<file path="src/rtl/tt_ctrl_pkg.sv">
// Shared types for the user-design control sequencer: FSM state encoding and
// the decode from state to the wrapper's ENA/RST_N pair.
package tt_ctrl_pkg;

  typedef enum logic [1:0] {
    ST_HOLD     = 2'd0,
    ST_ENA_WAIT = 2'd1,
    ST_RUN      = 2'd2
  } state_e;

  localparam logic [1:0] ST_UNREACHABLE = 2'd3;

  // Returns {ena, rst_n} for the wrapper; ENA always leads RST_N.
  function automatic logic [1:0] ctrl_decode(input state_e st);
    logic [1:0] ctrl;
    case (st)
      ST_HOLD:     ctrl = 2'b00;
      ST_ENA_WAIT: ctrl = 2'b10;
      ST_RUN:      ctrl = 2'b11;
      default:     ctrl = 2'b00;
    endcase
    return ctrl;
  endfunction

endpackage

</file>
<file path="src/rtl/tt_ctrl_sequencer_if.sv">
// Pad-side inputs and wrapper-side outputs of the control sequencer.
// The slave modport is the sequencer; the master side drives the pads.
interface tt_ctrl_sequencer_if;

  logic [7:0] ui_pad_in;
  logic [7:0] uio_pad_in;
  logic       btn_rst_pad;
  logic [7:0] ui_in;
  logic [7:0] uio_in;
  logic       ena_out;
  logic       rst_n_out;
  logic [1:0] state_o;

  modport master (
    output ui_pad_in, uio_pad_in, btn_rst_pad,
    input  ui_in, uio_in, ena_out, rst_n_out, state_o
  );

  modport slave (
    input  ui_pad_in, uio_pad_in, btn_rst_pad,
    output ui_in, uio_in, ena_out, rst_n_out, state_o
  );

endinterface

</file>
<file path="src/rtl/tt_ctrl_sequencer_chk.sv">
// Invariants on the wrapper control outputs of the sequencer.
module tt_ctrl_sequencer_chk
  import tt_ctrl_pkg::*;
(
  input logic       clk,
  input logic       rst_n,
  input logic       ena_out,
  input logic       rst_n_out,
  input logic [1:0] state_o
);

  // The wrapper may only leave reset while it is enabled.
  a_rst_needs_ena: assert property (@(posedge clk) disable iff (!rst_n)
    rst_n_out |-> ena_out);

  a_state_legal: assert property (@(posedge clk) disable iff (!rst_n)
    state_o != ST_UNREACHABLE);

  a_ctrl_matches_state: assert property (@(posedge clk) disable iff (!rst_n)
    {ena_out, rst_n_out} == ctrl_decode(state_e'(state_o)));

endmodule

</file>
<file path="src/rtl/tt_sync_ff.sv">
// Multi-flop synchronizer: every bit is an independent STAGES-deep chain,
// so a pad change reaches q exactly STAGES clock edges later.
module tt_sync_ff #(
  parameter int WIDTH  = 8,
  parameter int STAGES = 2
) (
  input  logic             clk,
  input  logic             rst_n,
  input  logic [WIDTH-1:0] d,
  output logic [WIDTH-1:0] q
);

  logic [WIDTH-1:0] stage_r [STAGES];

  // Shift the pad sample one stage per edge
  always_ff @(posedge clk or negedge rst_n) begin
    if (!rst_n) begin
      for (int i = 0; i < STAGES; i++) begin
        stage_r[i] <= '0;
      end
    end else begin
      stage_r[0] <= d;
      for (int i = 1; i < STAGES; i++) begin
        stage_r[i] <= stage_r[i-1];
      end
    end
  end

  assign q = stage_r[STAGES-1];

endmodule

</file>
<file path="src/rtl/tt_ctrl_sequencer.sv">
// Input synchronizers, reset-button debouncer and the ENA / RST_N release
// sequencer feeding the user-design wrapper.
module tt_ctrl_sequencer
  import tt_ctrl_pkg::*;
#(
  parameter int SYNC_STAGES      = 2,
  parameter int RST_HOLD_CYCLES  = 16,
  parameter int ENA_DELAY_CYCLES = 4,
  parameter int DEBOUNCE_CYCLES  = 8
) (
  input logic                clk,
  input logic                rst_n,
  tt_ctrl_sequencer_if.slave bus
);

  localparam int DB_W   = $clog2(DEBOUNCE_CYCLES) + 1;
  localparam int HOLD_W = $clog2(RST_HOLD_CYCLES) + 1;
  localparam int DLY_W  = $clog2(ENA_DELAY_CYCLES) + 1;

  localparam logic [DB_W-1:0]   DB_LAST   = DB_W'(DEBOUNCE_CYCLES - 1);
  localparam logic [HOLD_W-1:0] HOLD_LAST = HOLD_W'(RST_HOLD_CYCLES - 1);
  localparam logic [DLY_W-1:0]  DLY_LAST  = DLY_W'(ENA_DELAY_CYCLES - 1);

  logic [7:0]        ui_sync_s;
  logic [7:0]        uio_sync_s;
  logic              btn_s;
  logic              btn_db_r;
  logic [DB_W-1:0]   db_cnt_r;
  state_e            state_r;
  state_e            state_nxt_s;
  logic [HOLD_W-1:0] hold_cnt_r;
  logic [HOLD_W-1:0] hold_cnt_nxt_s;
  logic [DLY_W-1:0]  dly_cnt_r;
  logic [DLY_W-1:0]  dly_cnt_nxt_s;
  logic              ena_r;
  logic              rst_n_out_r;

  tt_sync_ff #(.WIDTH(8), .STAGES(SYNC_STAGES)) u_ui_sync (
    .clk   (clk),
    .rst_n (rst_n),
    .d     (bus.ui_pad_in),
    .q     (ui_sync_s)
  );

  tt_sync_ff #(.WIDTH(8), .STAGES(SYNC_STAGES)) u_uio_sync (
    .clk   (clk),
    .rst_n (rst_n),
    .d     (bus.uio_pad_in),
    .q     (uio_sync_s)
  );

  tt_sync_ff #(.WIDTH(1), .STAGES(SYNC_STAGES)) u_btn_sync (
    .clk   (clk),
    .rst_n (rst_n),
    .d     (bus.btn_rst_pad),
    .q     (btn_s)
  );

  // Debounce: the level flips only after DEBOUNCE_CYCLES consecutive differing samples
  always_ff @(posedge clk or negedge rst_n) begin
    if (!rst_n) begin
      db_cnt_r <= '0;
      btn_db_r <= 1'b0;
    end else if (btn_s == btn_db_r) begin
      db_cnt_r <= '0;
    end else if (db_cnt_r == DB_LAST) begin
      db_cnt_r <= '0;
      btn_db_r <= ~btn_db_r;
    end else begin
      db_cnt_r <= db_cnt_r + 1'b1;
    end
  end

  // Next-state logic; a debounced press always wins over counter completion
  always_comb begin
    state_nxt_s    = state_r;
    hold_cnt_nxt_s = hold_cnt_r;
    dly_cnt_nxt_s  = dly_cnt_r;
    case (state_r)
      ST_HOLD: begin
        dly_cnt_nxt_s = '0;
        if (btn_db_r) begin
          hold_cnt_nxt_s = '0;
        end else if (hold_cnt_r == HOLD_LAST) begin
          hold_cnt_nxt_s = '0;
          state_nxt_s    = ST_ENA_WAIT;
        end else begin
          hold_cnt_nxt_s = hold_cnt_r + 1'b1;
        end
      end
      ST_ENA_WAIT: begin
        hold_cnt_nxt_s = '0;
        if (btn_db_r) begin
          dly_cnt_nxt_s = '0;
          state_nxt_s   = ST_HOLD;
        end else if (dly_cnt_r == DLY_LAST) begin
          dly_cnt_nxt_s = '0;
          state_nxt_s   = ST_RUN;
        end else begin
          dly_cnt_nxt_s = dly_cnt_r + 1'b1;
        end
      end
      ST_RUN: begin
        hold_cnt_nxt_s = '0;
        dly_cnt_nxt_s  = '0;
        if (btn_db_r) begin
          state_nxt_s = ST_HOLD;
        end else begin
          state_nxt_s = ST_RUN;
        end
      end
      default: begin
        hold_cnt_nxt_s = '0;
        dly_cnt_nxt_s  = '0;
        state_nxt_s    = ST_HOLD;
      end
    endcase
  end

  // Sequencer state and outputs, decoded from next-state so they move together
  always_ff @(posedge clk or negedge rst_n) begin
    if (!rst_n) begin
      state_r     <= ST_HOLD;
      hold_cnt_r  <= '0;
      dly_cnt_r   <= '0;
      ena_r       <= 1'b0;
      rst_n_out_r <= 1'b0;
    end else begin
      state_r                <= state_nxt_s;
      hold_cnt_r             <= hold_cnt_nxt_s;
      dly_cnt_r              <= dly_cnt_nxt_s;
      {ena_r, rst_n_out_r}   <= ctrl_decode(state_nxt_s);
    end
  end

  assign bus.ui_in     = ui_sync_s;
  assign bus.uio_in    = uio_sync_s;
  assign bus.ena_out   = ena_r;
  assign bus.rst_n_out = rst_n_out_r;
  assign bus.state_o   = state_r;

  tt_ctrl_sequencer_chk u_chk (
    .clk       (clk),
    .rst_n     (rst_n),
    .ena_out   (ena_r),
    .rst_n_out (rst_n_out_r),
    .state_o   (state_r)
  );

endmodule

</file>
<file path="src/flat_wrapper.sv">
// flat-port wrapper written by rule: the top's interface ports become plain ports
module tt_ctrl_sequencer_flat import tt_ctrl_pkg::*;
#(
  parameter int SYNC_STAGES      = 2,
  parameter int RST_HOLD_CYCLES  = 16,
  parameter int ENA_DELAY_CYCLES = 4,
  parameter int DEBOUNCE_CYCLES  = 8
)
  (clk, rst_n, bus_ui_pad_in, bus_uio_pad_in, bus_btn_rst_pad, bus_ui_in, bus_uio_in, bus_ena_out, bus_rst_n_out, bus_state_o);
  tt_ctrl_sequencer_if bus_i ();
  input logic clk;
  input logic rst_n;
  input wire logic [$bits(bus_i.ui_pad_in)-1:0] bus_ui_pad_in;
  input wire logic [$bits(bus_i.uio_pad_in)-1:0] bus_uio_pad_in;
  input wire logic [$bits(bus_i.btn_rst_pad)-1:0] bus_btn_rst_pad;
  output wire logic [$bits(bus_i.ui_in)-1:0] bus_ui_in;
  output wire logic [$bits(bus_i.uio_in)-1:0] bus_uio_in;
  output wire logic [$bits(bus_i.ena_out)-1:0] bus_ena_out;
  output wire logic [$bits(bus_i.rst_n_out)-1:0] bus_rst_n_out;
  output wire logic [$bits(bus_i.state_o)-1:0] bus_state_o;
  assign bus_i.ui_pad_in = bus_ui_pad_in;
  assign bus_i.uio_pad_in = bus_uio_pad_in;
  assign bus_i.btn_rst_pad = bus_btn_rst_pad;
  assign bus_ui_in = bus_i.ui_in;
  assign bus_uio_in = bus_i.uio_in;
  assign bus_ena_out = bus_i.ena_out;
  assign bus_rst_n_out = bus_i.rst_n_out;
  assign bus_state_o = bus_i.state_o;
  tt_ctrl_sequencer #(.SYNC_STAGES(SYNC_STAGES), .RST_HOLD_CYCLES(RST_HOLD_CYCLES), .ENA_DELAY_CYCLES(ENA_DELAY_CYCLES), .DEBOUNCE_CYCLES(DEBOUNCE_CYCLES)) u_core (.clk(clk), .rst_n(rst_n), .bus(bus_i));
endmodule
</file>
<file path="config.mk">
export PLATFORM = sky130hd
export DESIGN_NAME = tt_ctrl_sequencer_flat
export DESIGN_NICKNAME = d
export VERILOG_FILES = /design/src/rtl/tt_ctrl_pkg.sv /design/src/rtl/tt_ctrl_sequencer_if.sv /design/src/rtl/tt_ctrl_sequencer_chk.sv /design/src/rtl/tt_sync_ff.sv /design/src/rtl/tt_ctrl_sequencer.sv /design/src/flat_wrapper.sv
export SDC_FILE = /design/constraint.sdc
export NUM_CORES = 1
export LEC_CHECK = 0
export CORE_ASPECT_RATIO = 1.75
export CORE_UTILIZATION = 40
export CTS_CLUSTER_SIZE = 16
export DETAILED_ROUTE_END_ITERATION = 16
export PLACE_DENSITY = 0.66
export SYNTH_ARGS = -nofsm -noshare
export SYNTH_HDL_FRONTEND = slang
export SYNTH_HIERARCHICAL = 1
export SYNTH_SLANG_ARGS = --single-unit
export TNS_END_PERCENT = 1
</file>
<file path="constraint.sdc">
create_clock -name clk -period 2.3 [get_ports clk]
set_input_delay 0.46 -clock clk [delete_from_list [all_inputs] [get_ports clk]]
set_output_delay 0.46 -clock clk [all_outputs]
set_load 0.01 [all_outputs]
</file>
**After elaboration in Yosys (flattened, before gate mapping)**

Index checks and enable logic that the tools add are counted.
W data, S select, Z words.

- Output and inout bits: 20
- Bits in latches: 0
- Input port bits: 19
- Word-level logic and storage cells: 43
- Bits in writable memories: 0
- ROM bits: 0
- Register bits after elaboration: 51
- Memories kept: 0

- Muxes and demuxes: 15
- Bitwise gates (word level): 2
- Shifts and indexed selects: 0
- $add $sub $neg: 3
- $mul: 0
- Reduce and logical (&&, ||, !) cells: 2
- Magnitude comparators: 0
- Equality and inequality tests: 8
- Divide/modulo/power cells: 0

Operator list:

| operator | number |
|---|---|
| $mux W5 | 3 |
| $mux W2 | 5 |
| $mux W3 | 3 |
| $mux W4 | 2 |
| $pmux W2 S3 | 1 |
| $add A5 B1 Y5 const B | 1 |
| $eq A5 B4 Y1 const B | 1 |
| $add A4 B1 Y4 const B | 1 |
| $eq A2 B1 Y1 const B | 2 |
| $eq A2 B2 Y1 const B | 2 |
| $eq A4 B3 Y1 const B | 1 |
| $pmux W2 S2 | 1 |
| $add A3 B1 Y3 const B | 1 |
| $eq A3 B2 Y1 const B | 1 |
| $logic_not A2 Y1 | 1 |
| $not A1 Y1 | 2 |
| $reduce_and A2 Y1 | 1 |
| $eq A1 B1 Y1 | 1 |

**Depth between registers and ports, before layout**

- Depth in word-level cells: 6
- Gate-level depth with buffers: 6
- Depth with buffers taken out: 6

**Modules after synthesis**

The synthesis kept the hierarchy.

By module, submodules not included:

| module | cells an instance | area an instance (sq um) | times used |
|---|---|---|---|
| tt_sync_ff at u_core.u_ui_sync ... | 24 | 460.4 | 2 |
| tt_ctrl_sequencer | 59 | 705.7 | 1 |
| tt_sync_ff at u_core.u_btn_sync | 2 | 50.0 | 1 |

**Least setup slack after synthesis**

OpenSTA, ideal clock, no wires.

- Path type: reg-to-reg
- Start point: register u_core.dly_cnt_r[0]
- End point: register u_core.ena_r, in the netlist u_core/bus.ena_out
- Clock period less this slack: 1.657 ns
- Cell stages (with the launch flop): 7
- Data arrival time: 1.544 ns
- Path slack: 0.643 ns
- Path through: dfrtp_1 -> ha_1 -> and2b_1 -> or4_4 -> o31a_1 -> ha_1 -> inv_1

- Cells in the longest elaborated chain, start to end: 6

Ends and longest elaborated chain:

| element | line | RTL |
|---|---|---|
| start: declaration | tt_ctrl_sequencer.sv:33 | `logic [DLY_W-1:0] dly_cnt_r;` |
| start signal: assignment | tt_ctrl_sequencer.sv:131 | `dly_cnt_r <= dly_cnt_nxt_s;` |
| $eq A3 B2 Y1 * | tt_ctrl_sequencer.sv:96 | `end else if (dly_cnt_r == DLY_LAST) begin` |
| $mux W2 * | tt_ctrl_sequencer.sv:96 |  |
| $mux W2 * | tt_ctrl_sequencer.sv:93 | `if (btn_db_r) begin` |
| $pmux W2 S3 * | tt_ctrl_sequencer.sv:79 | `case (state_r)` |
| $eq A2 B2 Y1 or $eq A2 B1 Y1 (tied branches) | tt_ctrl_pkg.sv:16 | `case (st)` |
| $pmux W2 S2 * | tt_ctrl_pkg.sv:16 |  |
| end signal: assignment | tt_ctrl_sequencer.sv:132 | `{ena_r, rst_n_out_r} <= ctrl_decode(state_nxt_s);` |
| end: declaration | tt_ctrl_sequencer.sv:35 | `logic ena_r;` |

Every way passes the cells marked *; elsewhere a longest branch is shown, timed or not.
A chain may end at the register's enable or synchronous reset.

**Worst setup path in the final report**

- Start point: register u_core.state_r[1], in the netlist u_core/bus.state_o[1]
- End point: output port bus_state_o[1]

RTL lines:

| element | line | RTL |
|---|---|---|
| start: declaration | tt_ctrl_sequencer.sv:29 | `state_e state_r;` |
| start signal: assignment | tt_ctrl_sequencer.sv:129 | `state_r <= state_nxt_s;` |
| end: declaration | flat_wrapper.sv:20 | `output wire logic [$bits(bus_i.state_o)-1:0] bus_state_o;` |

No word-level cell between the ends.

==> impl_metrics.toml <==
[run_status]
status = "complete, no violations"

[power_and_ir_drop]
p_sw_uw = 460.7
ir_worst_vdd_v = 0.0005233
p_sw_frac = 0.2483
power.density_nw_per_um2 = 895.4
seqPwrFrac = 0.585
cell_internal_pwr_uw = 1395
combPwrFrac = 0.181
clkPwrFrac = 0.233
power_leakage_uw = 0.0009484

[synthesis]
synthAdderAreaFrac = 0.02985
synth_edf_count = 0
synth-xor-area-share = 0.02090
synth_top_family_by_area = "simple AND/OR/NAND/NOR gates"
ys_types = 25
synth_ff_type = "dfrtp_1"
synth_cells = 109
synth_top_cell_by_area = "dfrtp_1"
synthArstFlopShare = 1.000
ys_warn_count = 6
ys_top_cells_by_count = "51 x dfrtp_1, 16 x buf_4, 10 x nor2_1"
yosys.area_share.simple = 0.08134
syn_nets = 132
yosysMostFrequentCell = "dfrtp_1"
netlist.area_leader.share = 0.7612
yosys-mux-area-fraction = 0.01269
synthTopCellsByArea = "dfrtp_1 76%, buf_4 7.2%, ha_1 3.0%, nor2_1 2.2%, xnor2_1 1.6%"
ys_seq_elements = 51
synth_compound_area_frac = 0.01567
avgSynthCellArea_um2 = 15.38
synth-seq-area-share = 0.7612
synth_area_um2 = 1677

[sta]
final_hold_viol_count = 0
fin_tns_setup_ps = 0
period_share = 0.7667
clock.fmax_ghz = 0.5670
setup_viol = 0
skew_ps = 6.459
slew_headroom = 0.6092
fin_ws_ps = 536.5
slew_violations = 0
worstMarginPinSlew_ps = 586.2
period_needed_ps = 1764
rsz0062_at_grt = "no"

[detailed_routing]
drtIter0Drc = 13
drtAntennaViolNets = 0
num_vias = 865
routed_wl_um = 2249
vias_per_cell = 4.651
post-route-drc-count = 0
dr.pass1.iters = 4
wire_per_inst_um = 12.09

[critical_path]
worstPathRequired_ps = 1840
slowest_delay_ps = 570
path_cells = "clkdlybuf4s50_1"
cp-end-kind = "primary output"
timing.reg2reg.setup_slack_ps = 540
worst_path_dominant_cell_family = "buffers and inverters"
worst-path-max-fanout = 7
critPathSlowestCell = "clkdlybuf4s50_1"
start_kind = "flip-flop"
r2r_start = "u_core/dly_cnt_r[0]"
r2r_cells = 6
worstPathArrival_ps = 1300
crit_buf_inv = 1
critical_path_class = "flip-flop to primary output"
rr_endpoint = "u_core/bus.ena_out"

[floorplan]
die_h_um = 87.65
dieArea_um2 = 4465
coreArea_um2 = 3941
rows = 30
start_util = 0.4254
die_width_um = 50.94
ios = 39

[clocking]
postCtsSetupBuffers = 0
cts_max_level = 2
clk_pin_slew_worst_paths_ps = 80
cts_hold_buffers = 0
numCtsBuffers = 5
cts_max_path_buffers = 2
clock-sinks = 51
clock_latency_ps = 280
post_cts_resized = 0
cts_root_buf = "clkbuf_8"
cts_tree = "done"

[global_route]
antenna_found_initial = 0
grt_use_total = 0.1218
grt_max_degree = 52
grt_first_pass_wirelength_um = 3870
grt_pass1_vias = 925
grt_overflow = 0

[placed_design]
post-place-ws_ps = 554.3
gp_congestion = 0.6647
port_buffers = 38
dp_hpwl_um = 1643

[finish]
drive_above_1_share = 0.07246
diodes = 0
nets = 162
synthToLayoutAreaGrowth_pct = 23.58
fin_util = 0.5257
fillers = 336

[job]
cap_viol_max_count = 0

[min_path]
holdCritPathClass = "input port to async pin"
[sequential cells by signal, summed over array words and instances (netlist names), 2 cells and up]
name                       cells
u_core/bus.state_o             2
u_core/u_uio_sync/q            8
u_core/dly_cnt_r               3
u_core/u_uio_sync/stage_r      8
u_core/db_cnt_r                4
u_core/hold_cnt_r              5
u_core/u_ui_sync/stage_r       8
u_core/u_ui_sync/q             8
[stage by stage]
step	cell area, µm²	std cells	total power [µW]	hold slack (ps)
floorplan	1677	109	1302	164.4
global placement	1999	180	1414	331.6
detailed placement	1999	180	1441	334.7
CTS	2072	186	1890	270.9
global route	2072	186	1970	315.8
finish	2072	186	1855	246.3
[worst max path at each step]
stage / slack (ps) / start / endpoint / cells past startpoint
6_report: 540 / u_core/bus.state_o[1] / bus_state_o[1] / 1
5_1_grt: 460 / u_core/bus.state_o[1] / bus_state_o[1] / 1
4_1_cts: 510 / u_core/bus.state_o[1] / bus_state_o[1] / 1
3_5_place_dp: 550 / u_core/dly_cnt_r[0] / u_core/bus.ena_out / 6
3_3_place_gp: 610 / u_core/dly_cnt_r[0] / u_core/bus.ena_out / 6
2_1_floorplan: 640 / u_core/dly_cnt_r[0] / u_core/bus.ena_out / 6
[cells by family (layout without fill, tap and decap cells)]
| logic type | count (synthesis) | after routing |
|---|---|---|
| flops | 51 | 51 |
| buf+inv | 19 | 48 |
| mux | 2 | 2 |
| compound gates | 4 | 4 |
| xor+xnor | 4 | 4 |
| fa+ha+maj | 4 | 4 |
| simple gates | 25 | 25 |
[metal layers]
| metal | wire (µm) | part of all wire | vias up | track usage |
|---|---|---|---|---|
| met1 | 846 | 0.38 | 443 | 0.1187 |
| met5 | 0 | 0 | - | 0 |
| met4 | 34 | 0.015 | 0 | 0.06818 |
| met2 | 1246 | 0.55 | 27 | 0.2141 |
| li1 | - | - | 391 | - |
| met3 | 121 | 0.054 | 4 | 0.04688 |
[layout by cell type (no fill, tap or decap)]
cell type	synthesis	routed
o31ai_1	1	1
buf_4	16	1
and3_1	1	1
mux2_2	1	1
xnor2_1	3	3
or3_1	1	1
or4_4	1	1
clkbuf_8	0	5
inv_1	3	3
buf_2	0	1
and2_1	1	1
mux2i_1	1	1
clkdlybuf4s50_1	0	37
and4bb_2	1	1
nor3_1	2	2
or2b_1	1	1
xor2_1	1	1
nand2_1	1	1
and2b_1	1	1
o31a_1	1	1
nor2b_1	1	1
nor4_1	1	1
ha_1	4	4
a21oi_1	1	1
o21ai_0	1	1
nand3_1	3	3
nor2_1	10	10
clkbuf_1	0	1
dfrtp_1	51	51
[layout make-up]
cell class / instances / area, µm² / share of cell area
inverters: 3 / 11.26 / 0.005435
repair buffers: 39 / 382.9 / 0.1848
flip-flops and latches: 51 / 1276 / 0.6159
multi-input cells: 39 / 269.0 / 0.1298
well taps: 48 / 60.06 / 0.02899
clock buffers: 6 / 72.57 / 0.03502
[power groups by stage]
stage | clock network, µW | registers, µW | logic, µW
2_1_floorplan | 0 | 1090 | 209
3_3_place_gp | 0 | 1100 | 318
3_5_place_dp | 0 | 1100 | 337
4_1_cts | 463 | 1090 | 341
5_1_grt | 496 | 1100 | 372
6_report | 433 | 1090 | 337
No activity file was read; power rests on OpenSTA's default activity.
==> edit 1, RTL diff (same flow settings) <==
`DEBOUNCE_CYCLES` is set to 8 in 2 places; all go to 16.
--- a/src/rtl/tt_ctrl_sequencer.sv
+++ b/src/rtl/tt_ctrl_sequencer.sv
@@ -8,3 +8,3 @@
   parameter int ENA_DELAY_CYCLES = 4,
-  parameter int DEBOUNCE_CYCLES  = 8
+  parameter int DEBOUNCE_CYCLES  = 16
 ) (
--- a/src/flat_wrapper.sv
+++ b/src/flat_wrapper.sv
@@ -6,3 +6,3 @@
   parameter int ENA_DELAY_CYCLES = 4,
-  parameter int DEBOUNCE_CYCLES  = 8
+  parameter int DEBOUNCE_CYCLES  = 16
 )
Behaviour: no difference found for any inputs over 10 cycles, from zero or initial values and one cycle with rst_n low; that may be too few to reach the edited logic, so the function may still have changed.
==> edit 1 against the original RTL <==
  * Setup slack worse by 0.026 ns
  * First-iteration DRC count down 69%
  * Fmax decreased by 1.4%
  * Area after synthesis grew 2.0%
  * Sequential share of layout area fell by 0.53 points
  * Routed wire length rose by 7.5%
  * Design area is 2.8% higher
  * Sequential cell count is 1 higher
Power is not compared: it rests on default switching activity, and its combinational part moved more than twofold at a synthesized area within 25%.
==> edit 1: results (changes against the original RTL) <==
| Metric | Value |
|---|---|
| Number of global-route vias before repair | `882 (was 925)` |
| Worst hold margin | `0.131 ns (was 0.246 ns)` |
| Critical Path AT | `1.33 ns (was 1.30 ns)` |
| Largest net degree at the start of global routing | `26 (was 52)` |
| Worst slack, placed | `0.684 ns (was 0.554 ns)` |
| Non-clock inverter count in the final layout | `4 (was 3)` |
| Placed cell area | `0.00204 mm² (was 0.00200 mm²)` |
| Total GRT Usage | `12.2% (about the same)` |
| Pre-antenna DRT Iters | `4 (unchanged)` |
| Fill count | `367 (was 336)` |
| DRT iter0 DRCs | `4 (was 13)` |
| Synth cell types | `19 (was 25)` |
| Mapped Cells | `111 (was 109)` |
| R2R cell count | `5 (was 6)` |
| First-pass GRT wire length | `3800 µm (was 3870 µm)` |
| Worst slew margin | `64.7% (was 60.9%)` |
| Share of post-route cells with drive strength above 1 | `8.39% (was 7.25%)` |
| RD Place Congestion | `0.637 (was 0.665)` |
| Status | `complete, no violations (unchanged)` |
| Die ar. | `0.00455 mm² (was 0.00446 mm²)` |
| Non-clock buffer share | `18.3% (was 18.5%)` |
| Sink Count | `52 (was 51)` |
| Clk_lat worst skew | `0.30 ns (was 0.28 ns)` |
| Multi-input gate share of the layout cell area | `12.9% (was 13.0%)` |
| Post-DP HPWL | `1860 µm (was 1640 µm)` |
| Buffers excl. clock | `40 (was 39)` |
| Syn nets | `134 (was 132)` |
| Post-synthesis sequential area ratio | `76.1% (about the same)` |
| Inst Count DP | `184 (was 180)` |
| Area contributors post-synth | `dfrtp_1 76%, buf_4 7.0%, ha_1 2.9% (was dfrtp_1 76%, buf_4 7.2%, ha_1 3.0%)` |
| Sequential cell area | `0.00130 mm² (was 0.00128 mm²)` |
| Clock buf/inv share | `4.17% (was 3.50%)` |
| Nets | `165 (was 162)` |
| Post-CTS resize count | `0 (unchanged)` |
| R2r setup slk | `0.69 ns (was 0.54 ns)` |
| Routed WL | `2420 µm (was 2250 µm)` |
edit 1: cell types whose count changed in the layout (fill, tap and decap cells not counted), sizes merged, moves of 2 or more:
cell | unedited run | this run
and2 | 1 | 4
xor2 | 1 | 5
xnor2 | 3 | 0
nor2 | 10 | 8
edit 1: metal layers:
metal | global-route usage (%) | part of all wire (%) | vias up
met2 | 21.3 | 56 | 30
met1 | 12.0 | 36 | 428
met4 | 7.37 | 2.4 | 0
li1 | - | - | 402
met3 | 4.30 | 5.7 | 5
met5 | 0 | 0 | -
edit 1: logic make-up after synthesis:
| kind of cell | share of synthesized area, % |
|---|---|
| xor gates and xnor gates | 2.56 |
| muxes | 0.658 |
| AOI/OAI and AO/OA | 2.49 |
| DFF | 76.1 |
| and+or+nand+nor | 7.39 |
| buffers and inverters | 7.90 |
| adders and majority gates | 2.93 |
==> edit 2, RTL diff (config.mk and constraints unchanged) <==
Without the edit above. Make the reset (`rst_n`) synchronous in 3 clocked blocks.
--- a/src/rtl/tt_sync_ff.sv
+++ b/src/rtl/tt_sync_ff.sv
@@ -15,3 +15,3 @@
   // Shift the pad sample one stage per edge
-  always_ff @(posedge clk or negedge rst_n) begin
+  always_ff @(posedge clk) begin
     if (!rst_n) begin
--- a/src/rtl/tt_ctrl_sequencer.sv
+++ b/src/rtl/tt_ctrl_sequencer.sv
@@ -59,3 +59,3 @@
   // Debounce: the level flips only after DEBOUNCE_CYCLES consecutive differing samples
-  always_ff @(posedge clk or negedge rst_n) begin
+  always_ff @(posedge clk) begin
     if (!rst_n) begin
@@ -120,3 +120,3 @@
   // Sequencer state and outputs, decoded from next-state so they move together
-  always_ff @(posedge clk or negedge rst_n) begin
+  always_ff @(posedge clk) begin
     if (!rst_n) begin
Function: differs if rst_n is asserted again (counterexample within 4 cycles, from zero or initial values and one cycle with rst_n low); with rst_n held inactive, the same outputs for 10 cycles.
==> edit 2 against the original RTL <==
  * Area after synthesis increased by 2.1%
  * Routed wire length increased by 14%
  * Count of clock-buffer cells in the layout decreased by 1
  * Sequential cell count unchanged
  * Hold slack improved by 0.18 ns
  * Design area increased by 2.8%
  * Global-route usage increased by 0.64 points
  * Register-to-register slack improved by 0.11 ns
  * Setup slack improved by 0.026 ns
Power is not compared: it rests on default switching activity, and its combinational part moved more than twofold at a synthesized area within 25%.
==> edit 2: results (changes against the original RTL) <==
| Metric | Value |
|---|---|
| Status | `complete, no violations (unchanged)` |
| Synth cell types | `18 (was 25)` |
| Fill count | `401 (was 336)` |
| Multi-input gate share of the layout cell area | `24.7% (was 13.0%)` |
| Syn nets | `178 (was 132)` |
| Multi-Input Combinational | `78 (was 39)` |
| Crit-path max FO | `6 (was 7)` |
| Final core utilization | `51.8% (was 52.6%)` |
| Share of post-route cells with drive strength above 1 | `18.1% (was 7.25%)` |
| Worst-Margin Slew | `0.267 ns (was 0.586 ns)` |
| Routed vias/inst | `4.43 (was 4.65)` |
| Crit path time final | `1.74 ns (was 1.76 ns)` |
| Total GRT Usage | `12.8% (was 12.2%)` |
| Pre-antenna DRT Iters | `6 (was 4)` |
| Worst hold margin | `0.423 ns (was 0.246 ns)` |
| Area contributors post-synth | `dfxtp_1 60%, and2_2 11%, buf_4 7.0% (was dfrtp_1 76%, buf_4 7.2%, ha_1 3.0%)` |
| RD Place Congestion | `0.770 (was 0.665)` |
| Number of global-route vias before repair | `985 (was 925)` |
| Clock buf/inv share | `5.28% (was 3.50%)` |
| Commonest cells post-synth | `51 x dfxtp_1, 24 x and2_2, 16 x buf_4, 16 x nor2_1, 12 x and2_1 (was 51 x dfrtp_1, 16 x buf_4, 10 x nor2_1)` |
| Mean Syn Cell Area | `11.2 µm² (was 15.4 µm²)` |
| Inst Count DP | `223 (was 180)` |
| Ys async rst share | `0% (was 100%)` |
| Largest net degree at the start of global routing | `34 (was 52)` |
| Worst slack, placed | `0.648 ns (was 0.554 ns)` |
## edit 2: changes by cell type in the layout (fill, tap and decap cells not counted), moves of 3 or more
cell,unedited run,this run
inv_1,3,6
and2_1,1,12
dfxtp_1,0,51
and2_2,0,24
dfrtp_1,51,0
nor2_1,10,16
xor2_1,1,4
## edit 2: kinds of logic after synthesis
| logic type | synth area share [%] |
|---|---|
| AO/OA/AOI/OAI | 0.584 |
| XOR/XNOR | 2.56 |
| adder cells (fa/ha/maj) | 4.39 |
| buffers and inverters | 9.65 |
| flip-flops | 59.6 |
| multiplexers | 0.585 |
| AND/OR/NAND/NOR | 22.6 |
## edit 2: metal layers
| metal | track usage (%) | share of wire [%] |
|---|---|---|
| met2 | 22.9 | 52 |
| met4 | 8.85 | 3.1 |
| met3 | 4.12 | 4.9 |
| met1 | 12.0 | 40 |
| met5 | 0 | 0 |
## edit 2: final timing paths
| path | from | endpoint | depth (start not counted) |
|---|---|---|---|
| worst max-delay path | u_core/bus.state_o[0]$_SDFF_PN0_ | bus_state_o[0] | 1 |
| worst min-delay path | u_core/dly_cnt_r[0]$_SDFF_PP0_ | u_core/dly_cnt_r[0]$_SDFF_PP0_ | 1 |
| worst max register to register | u_core/hold_cnt_r[0]$_SDFF_PP0_ | u_core/bus.ena_out$_SDFF_PN0_ | 7 |
| worst min register to register | u_core/dly_cnt_r[0]$_SDFF_PP0_ | u_core/dly_cnt_r[0]$_SDFF_PP0_ | 1 |
## edit 2: power by group
| part | internal, mW | switching [mW] | leakage (nW) |
|---|---|---|---|
| clock network | 0.324 | 0.283 | 0.0581 |
| logic | 0.0676 | 0.0330 | 0.416 |
| registers | 0.915 | 0.00982 | 0.419 |
